<file path="config.mk">
export PLATFORM = sky130hd
export DESIGN_NAME = sha2_msg_sched
export DESIGN_NICKNAME = d
export VERILOG_FILES = /design/src/rtl/sha2_pkg.sv /design/src/rtl/sha2_small_sigma.sv /design/src/rtl/sha2_msg_sched.sv
export SDC_FILE = /design/constraint.sdc
export NUM_CORES = 2
export LEC_CHECK = 0
export CAP_MARGIN = 25
export CORE_UTILIZATION = 50
export DETAILED_ROUTE_END_ITERATION = 10
export PLACE_DENSITY = 0.9
export SKIP_LAST_GASP = 1
export SLEW_MARGIN = 10
export SYNTH_ARGS = -nofsm -noshare
export SYNTH_HDL_FRONTEND = slang
export SYNTH_SLANG_ARGS = --single-unit
</file>
<file path="constraint.sdc">
create_clock -name clk_i -period 53 [get_ports clk_i]
set_input_delay 7.95 -clock clk_i [delete_from_list [all_inputs] [get_ports clk_i]]
set_output_delay 7.95 -clock clk_i [all_outputs]
set_load 0.1 [all_outputs]
</file>
<file path="src/rtl/sha2_pkg.sv">
// sha2_pkg: shared SHA-2 schedule constants, small-sigma amounts and scheduler FSM state type
package sha2_pkg;
  localparam int SHA256_W = 32;
  localparam int SHA512_W = 64;
  localparam int SHA256_ROUNDS = 64;
  localparam int SHA512_ROUNDS = 80;
  // [sel][i]: sel 0 = sigma0, 1 = sigma1; i 0/1 = rotate amounts, 2 = shift amount
  localparam int SIG256 [2][3] = '{'{7, 18, 3}, '{17, 19, 10}};
  localparam int SIG512 [2][3] = '{'{1, 8, 7}, '{19, 61, 6}};
  typedef enum logic {IDLE, RUN} state_e;
  function automatic int sig_amt(input int word_w, input int sel, input int i);
    return word_w == SHA256_W ? SIG256[sel][i] : SIG512[sel][i];
  endfunction
  function automatic int rounds_for(input int word_w);
    return word_w == SHA256_W ? SHA256_ROUNDS : SHA512_ROUNDS;
  endfunction
endpackage

</file>
<file path="src/rtl/sha2_small_sigma.sv">
// sha2_small_sigma: combinational SHA-2 small sigma (SEL 0 = sigma0, 1 = sigma1)
// x_i: input word; y_o: rotr(a) ^ rotr(b) ^ shr(c) for the selected mode
module sha2_small_sigma
  import sha2_pkg::*;
#(
  parameter int WORD_W = 32,
  parameter int SEL = 0
) (
  input  logic [WORD_W-1:0] x_i,
  output logic [WORD_W-1:0] y_o
);
  localparam int RA = sig_amt(WORD_W, SEL, 0);
  localparam int RB = sig_amt(WORD_W, SEL, 1);
  localparam int SH = sig_amt(WORD_W, SEL, 2);
  assign y_o = (x_i >> RA | x_i << (WORD_W - RA)) ^ (x_i >> RB | x_i << (WORD_W - RB)) ^ (x_i >> SH);
endmodule

</file>
<file path="src/rtl/sha2_msg_sched.sv">
// sha2_msg_sched: SHA-256/512 message scheduler streaming W0..W(ROUNDS-1) per accepted block
// blk_i/blk_v_i/blk_ready_o: 16-word block in (word 0 in MSBs); flush_i: abort block in flight
// wt_o/t_o/last_o/wt_v_o/wt_ready_i: schedule word stream out with index and last flag
module sha2_msg_sched
  import sha2_pkg::*;
#(
  parameter int WORD_W = SHA256_W,
  parameter int ROUNDS = rounds_for(WORD_W),
  parameter int IDX_W = $clog2(ROUNDS)
) (
  input  logic                 clk_i,
  input  logic                 reset_i,
  input  logic [16*WORD_W-1:0] blk_i,
  input  logic                 blk_v_i,
  output logic                 blk_ready_o,
  input  logic                 flush_i,
  output logic [WORD_W-1:0]    wt_o,
  output logic [IDX_W-1:0]     t_o,
  output logic                 last_o,
  output logic                 wt_v_o,
  input  logic                 wt_ready_i
);
  if (WORD_W != SHA256_W && WORD_W != SHA512_W) begin : g_bad_width
    $error("sha2_msg_sched: WORD_W must be 32 or 64");
  end
  state_e state_q, state_d;
  logic [WORD_W-1:0] win_q [16];
  logic [WORD_W-1:0] win_d [16];
  logic [IDX_W-1:0] t_q, t_d;
  logic [WORD_W-1:0] s0, s1, w_new;
  logic run, hs, acc;
  sha2_small_sigma #(.WORD_W(WORD_W), .SEL(0)) u_s0 (.x_i(win_q[1]), .y_o(s0));
  sha2_small_sigma #(.WORD_W(WORD_W), .SEL(1)) u_s1 (.x_i(win_q[14]), .y_o(s1));
  assign w_new = s1 + win_q[9] + s0 + win_q[0];
  assign run = state_q == RUN;
  assign wt_o = win_q[0];
  assign t_o = t_q;
  assign last_o = t_q == IDX_W'(ROUNDS - 1);
  assign wt_v_o = run;
  // flush masks ready so a block is never accepted in a flush cycle
  assign blk_ready_o = !flush_i && (!run || (wt_ready_i && last_o));
  assign acc = blk_v_i && blk_ready_o;
  assign hs = run && wt_ready_i && !flush_i;
  always_comb begin
    state_d = flush_i ? IDLE : acc ? RUN : (hs && last_o) ? IDLE : state_q;
    t_d = (flush_i || acc || (hs && last_o)) ? '0 : hs ? t_q + IDX_W'(1) : t_q;
    for (int k = 0; k < 15; k++)
      win_d[k] = acc ? blk_i[(15-k)*WORD_W +: WORD_W] : hs ? win_q[k+1] : win_q[k];
    win_d[15] = acc ? blk_i[WORD_W-1:0] : hs ? w_new : win_q[15];
  end
  always_ff @(posedge clk_i or posedge reset_i)
    if (reset_i) begin
      state_q <= IDLE;
      t_q <= '0;
      win_q <= '{default: '0};
    end else begin
      state_q <= state_d;
      t_q <= t_d;
      win_q <= win_d;
    end
endmodule

</file>
==> impl_metrics.json <==
{
  "grt-ovfl-total": 0,
  "fin_setup_tns_ns": 0,
  "combPwrFrac_pct": 60.1,
  "worstReg2RegEnd": "win_q[285]",
  "ir_drop_mv": 0.0831,
  "fmax_ghz": 0.0555,
  "fin_nets": 4352,
  "async_reset_ff_share_pct": 100,
  "path_buf_inv": 2,
  "critical_path_class": "in2out",
  "drive_gt1_share_pct": 3.12,
  "cp_common_cell": "clkdlybuf4s50_1",
  "portBuffers": 557,
  "required_ns": 45.05,
  "endpoint": "blk_ready_o",
  "synth-seq-cells": 519,
  "critPathMaxStageDelay_ns": 1.19,
  "grt_max_degree": 266,
  "sequentialPowerShare_pct": 24.9,
  "grt_pass1_vias": 24300,
  "syn-num-nets": 4034,
  "min_period_ns": 18.01,
  "tightest_slew_ns": 1.13,
  "synth_edf_count": 0,
  "postCtsHoldBufs": 0,
  "drt_iter0_markers": 3473,
  "numClockSinks": 519,
  "crit_path_max_fanout": 9,
  "ant_nets": 0,
  "power_frac_clock_pct": 15.0,
  "crit_slowest_cell": "clkdlybuf4s50_1",
  "p_switching_mw": 1.20,
  "maxSlewViolCount": 0,
  "io_pins": 558,
  "swShare_pct": 47.9,
  "setup.worst_path.start": "flush_i",
  "cts_resized": 0,
  "r2r_slack_ns": 47.57,
  "arrival_ns": 10.06,
  "slew_headroom_pct": 24.4,
  "maxCapViolCount": 0,
  "gp_congestion": 0.972,
  "syn_inst": 3423,
  "cts-root-buf": "clkbuf_16",
  "core_mm2": 0.0552,
  "synth_warnings": 0,
  "fin_skew_ns": 0.0302,
  "cts_buffers": 54,
  "nFillCells": 4362,
  "htreeDepth": 2,
  "viasPerCell": 5.75,
  "status": "complete, no violations",
  "hold_depth": 2,
  "row_count": 86,
  "hp-class": "reg2reg",
  "vias": 26100,
  "path_cells": "clkdlybuf4s50_1 > nor2_2 > clkdlybuf4s50_1",
  "syn_avg_cell_area_um2": 8.18,
  "routed_wl_mm": 100,
  "clockBufferDepth": 3,
  "instances_no_fill": 4537,
  "synth-main-ff-cell": "dfrtp_1",
  "pre_cts_ws_ns": 34.99,
  "powerDensity_mw_per_mm2": 71.5,
  "grt_pass1_wl_mm": 145,
  "syn_to_final_growth_pct": 25.3,
  "drc_errors": 0,
  "dp_cells": 4428,
  "clk_pin_slew_ns": 0.06,
  "rsz0062_at_grt": "no",
  "postCtsSetupRepairBufs": 0,
  "p_int_mw": 1.31,
  "floorplan.initialDensity_pct": 50.7,
  "die_x_um": 239,
  "period_share_pct": 34.0,
  "drt-wirelength-per-cell_um": 22.1,
  "first_pass_iters": 6,
  "worst-path-stages": 3,
  "detailed_place_hpwl_mm": 73.5,
  "die_y_um": 239,
  "cts_tree": "built",
  "clk_latency_ns": 0.62,
  "antenna_found_initial": 17,
  "setup_violations": 0,
  "synth.distinct_cells": 57,
  "r2r-start": "wt_v_o",
  "p_leak_nw": 15.4,
  "dieArea_mm2": 0.0569,
  "grtUsageTotal_pct": 34.2,
  "fin_ws_ns": 34.99,
  "hold_viol": 0,
  "cp-end-kind": "output pin",
  "syn_area_mm2": 0.0280,
  "reg2reg_depth": 8,
  "startpoint_type": "input pin",
  "ys_seq_area_share_pct": 46.4,
  "critPathTopFamily": "buffers and inverters"
}
[metal layers]
layer	track usage (%)	vias to the layer above	wire (µm)
li1	-	11800	-
met1	44.3	12500	38100
met2	51.7	1476	44500
met3	7.91	298	10300
met4	21.6	14	7020
met5	0	-	102
[how the worst min path moves through the flow]
stage                     startpoint   endpoint  slack (ns)
after detailed placement   win_q[10]  win_q[10]        0.48
after floorplan            win_q[10]  win_q[10]        0.45
after CTS                  win_q[10]  win_q[10]        0.49
after global placement     win_q[10]  win_q[10]        0.46
final                      win_q[11]  win_q[11]        0.50
after global routing       win_q[10]  win_q[10]        0.55
[worst register-to-register path, cell delays in order, from the launching register on]
cell,delay [ns]
dfrtp_1,0.42
mux2i_1,0.20
nor2_4,0.74
buf_4,0.81
buf_4,0.96
buf_4,0.88
buf_4,0.94
nor2_1,0.19
a31oi_1,0.22
[state kept, by name (all words and copies together), names as in the netlist]
name and flops:
t_o 6, win_q 480, wt_o 32, wt_v_o 1
[stage by stage]
stage / utilization (%) / hold slack [ns] / total power [mW] / instance area, µm²
finish: 63.5 / 0.503 / 2.51 / 35100
global route: 63.5 / 0.550 / 2.67 / 35100
CTS: 63.3 / 0.494 / 2.47 / 34900
detailed placement: 60.2 / 0.480 / 2.08 / 33200
global placement: 60.2 / 0.462 / 2.06 / 33200
floorplan: - / 0.450 / 1.66 / 28000
[cell usage after synthesis, drive strengths merged, types with 4 or more instances]
| library cell | number | area share, % |
|---|---|---|
| xor2 | 69 | 2.2 |
| o21ai | 28 | 0.50 |
| buf | 137 | 3.0 |
| o31ai | 4 | 0.11 |
| a21o | 15 | 0.40 |
| nand3 | 8 | 0.14 |
| and3 | 8 | 0.18 |
| nor3 | 7 | 0.13 |
| xnor2 | 75 | 2.3 |
| a21boi | 6 | 0.19 |
| fa | 62 | 4.4 |
| nand2 | 1011 | 14 |
| dfrtp | 519 | 46 |
| mux2i | 5 | 0.18 |
| ha | 32 | 1.4 |
| nor2b | 6 | 0.13 |
| nand4 | 7 | 0.18 |
| nor2 | 522 | 7.0 |
| a21oi | 52 | 0.96 |
| o22ai | 4 | 0.089 |
| a31oi | 490 | 11 |
| clkbuf | 182 | 2.4 |
| inv | 128 | 1.7 |
[cell families after synthesis]
family | Yosys count | synth area share (%)
and+or+nand+nor | 1584 | 21.7
AOI/OAI and AO/OA | 627 | 14.1
DFF | 519 | 46.4
buffers and inverters | 447 | 7.13
xor gates and xnor gates | 144 | 4.51
adders and majority gates | 94 | 5.87
muxes | 8 | 0.300
[cell usage in the layout, fill, tap and decap left out, types with 5 or more instances in the layout]
master / netlist / routed
nand2_1: 1010 / 1010
clkdlybuf4s50_1: 0 / 557
nor2_1: 521 / 520
dfrtp_1: 519 / 519
a31oi_1: 490 / 490
inv_1: 128 / 127
xnor2_1: 75 / 75
xor2_1: 69 / 69
fa_1: 62 / 62
clkbuf_16: 0 / 54
a21oi_1: 50 / 50
ha_1: 32 / 32
o21ai_0: 24 / 24
clkbuf_1: 182 / 18
a21o_1: 15 / 15
buf_4: 58 / 15
clkbuf_8: 0 / 10
diode_2: 0 / 9
and3_1: 8 / 8
nand3_1: 8 / 8
nor3_1: 7 / 7
nor2b_1: 6 / 6
nand4_1: 6 / 6
clkinv_2: 0 / 6
mux2i_1: 5 / 5
buf_16: 0 / 5
[power by group through the flow]
| stage | combinational (mW) | clock [mW] | sequential (mW) |
|---|---|---|---|
| after detailed placement | 1.46 | 0 | 0.625 |
| after global routing | 1.64 | 0.394 | 0.633 |
| after global placement | 1.44 | 0 | 0.620 |
| after CTS | 1.48 | 0.378 | 0.620 |
| after floorplan | 1.10 | 0 | 0.560 |
| final | 1.51 | 0.377 | 0.625 |
[layout make-up]
cell class	count	area [µm²]	area share, %
diodes	9	22.5	0.0642
clock buffers	82	1560	4.44
clock inverters	13	151	0.432
inverters	128	488	1.39
multi-input cells	2457	13000	37.1
flip-flops and latches	519	13000	37.0
well taps	748	936	2.67
repair buffers	581	5910	16.8
Power figures use the tool's default switching activity.
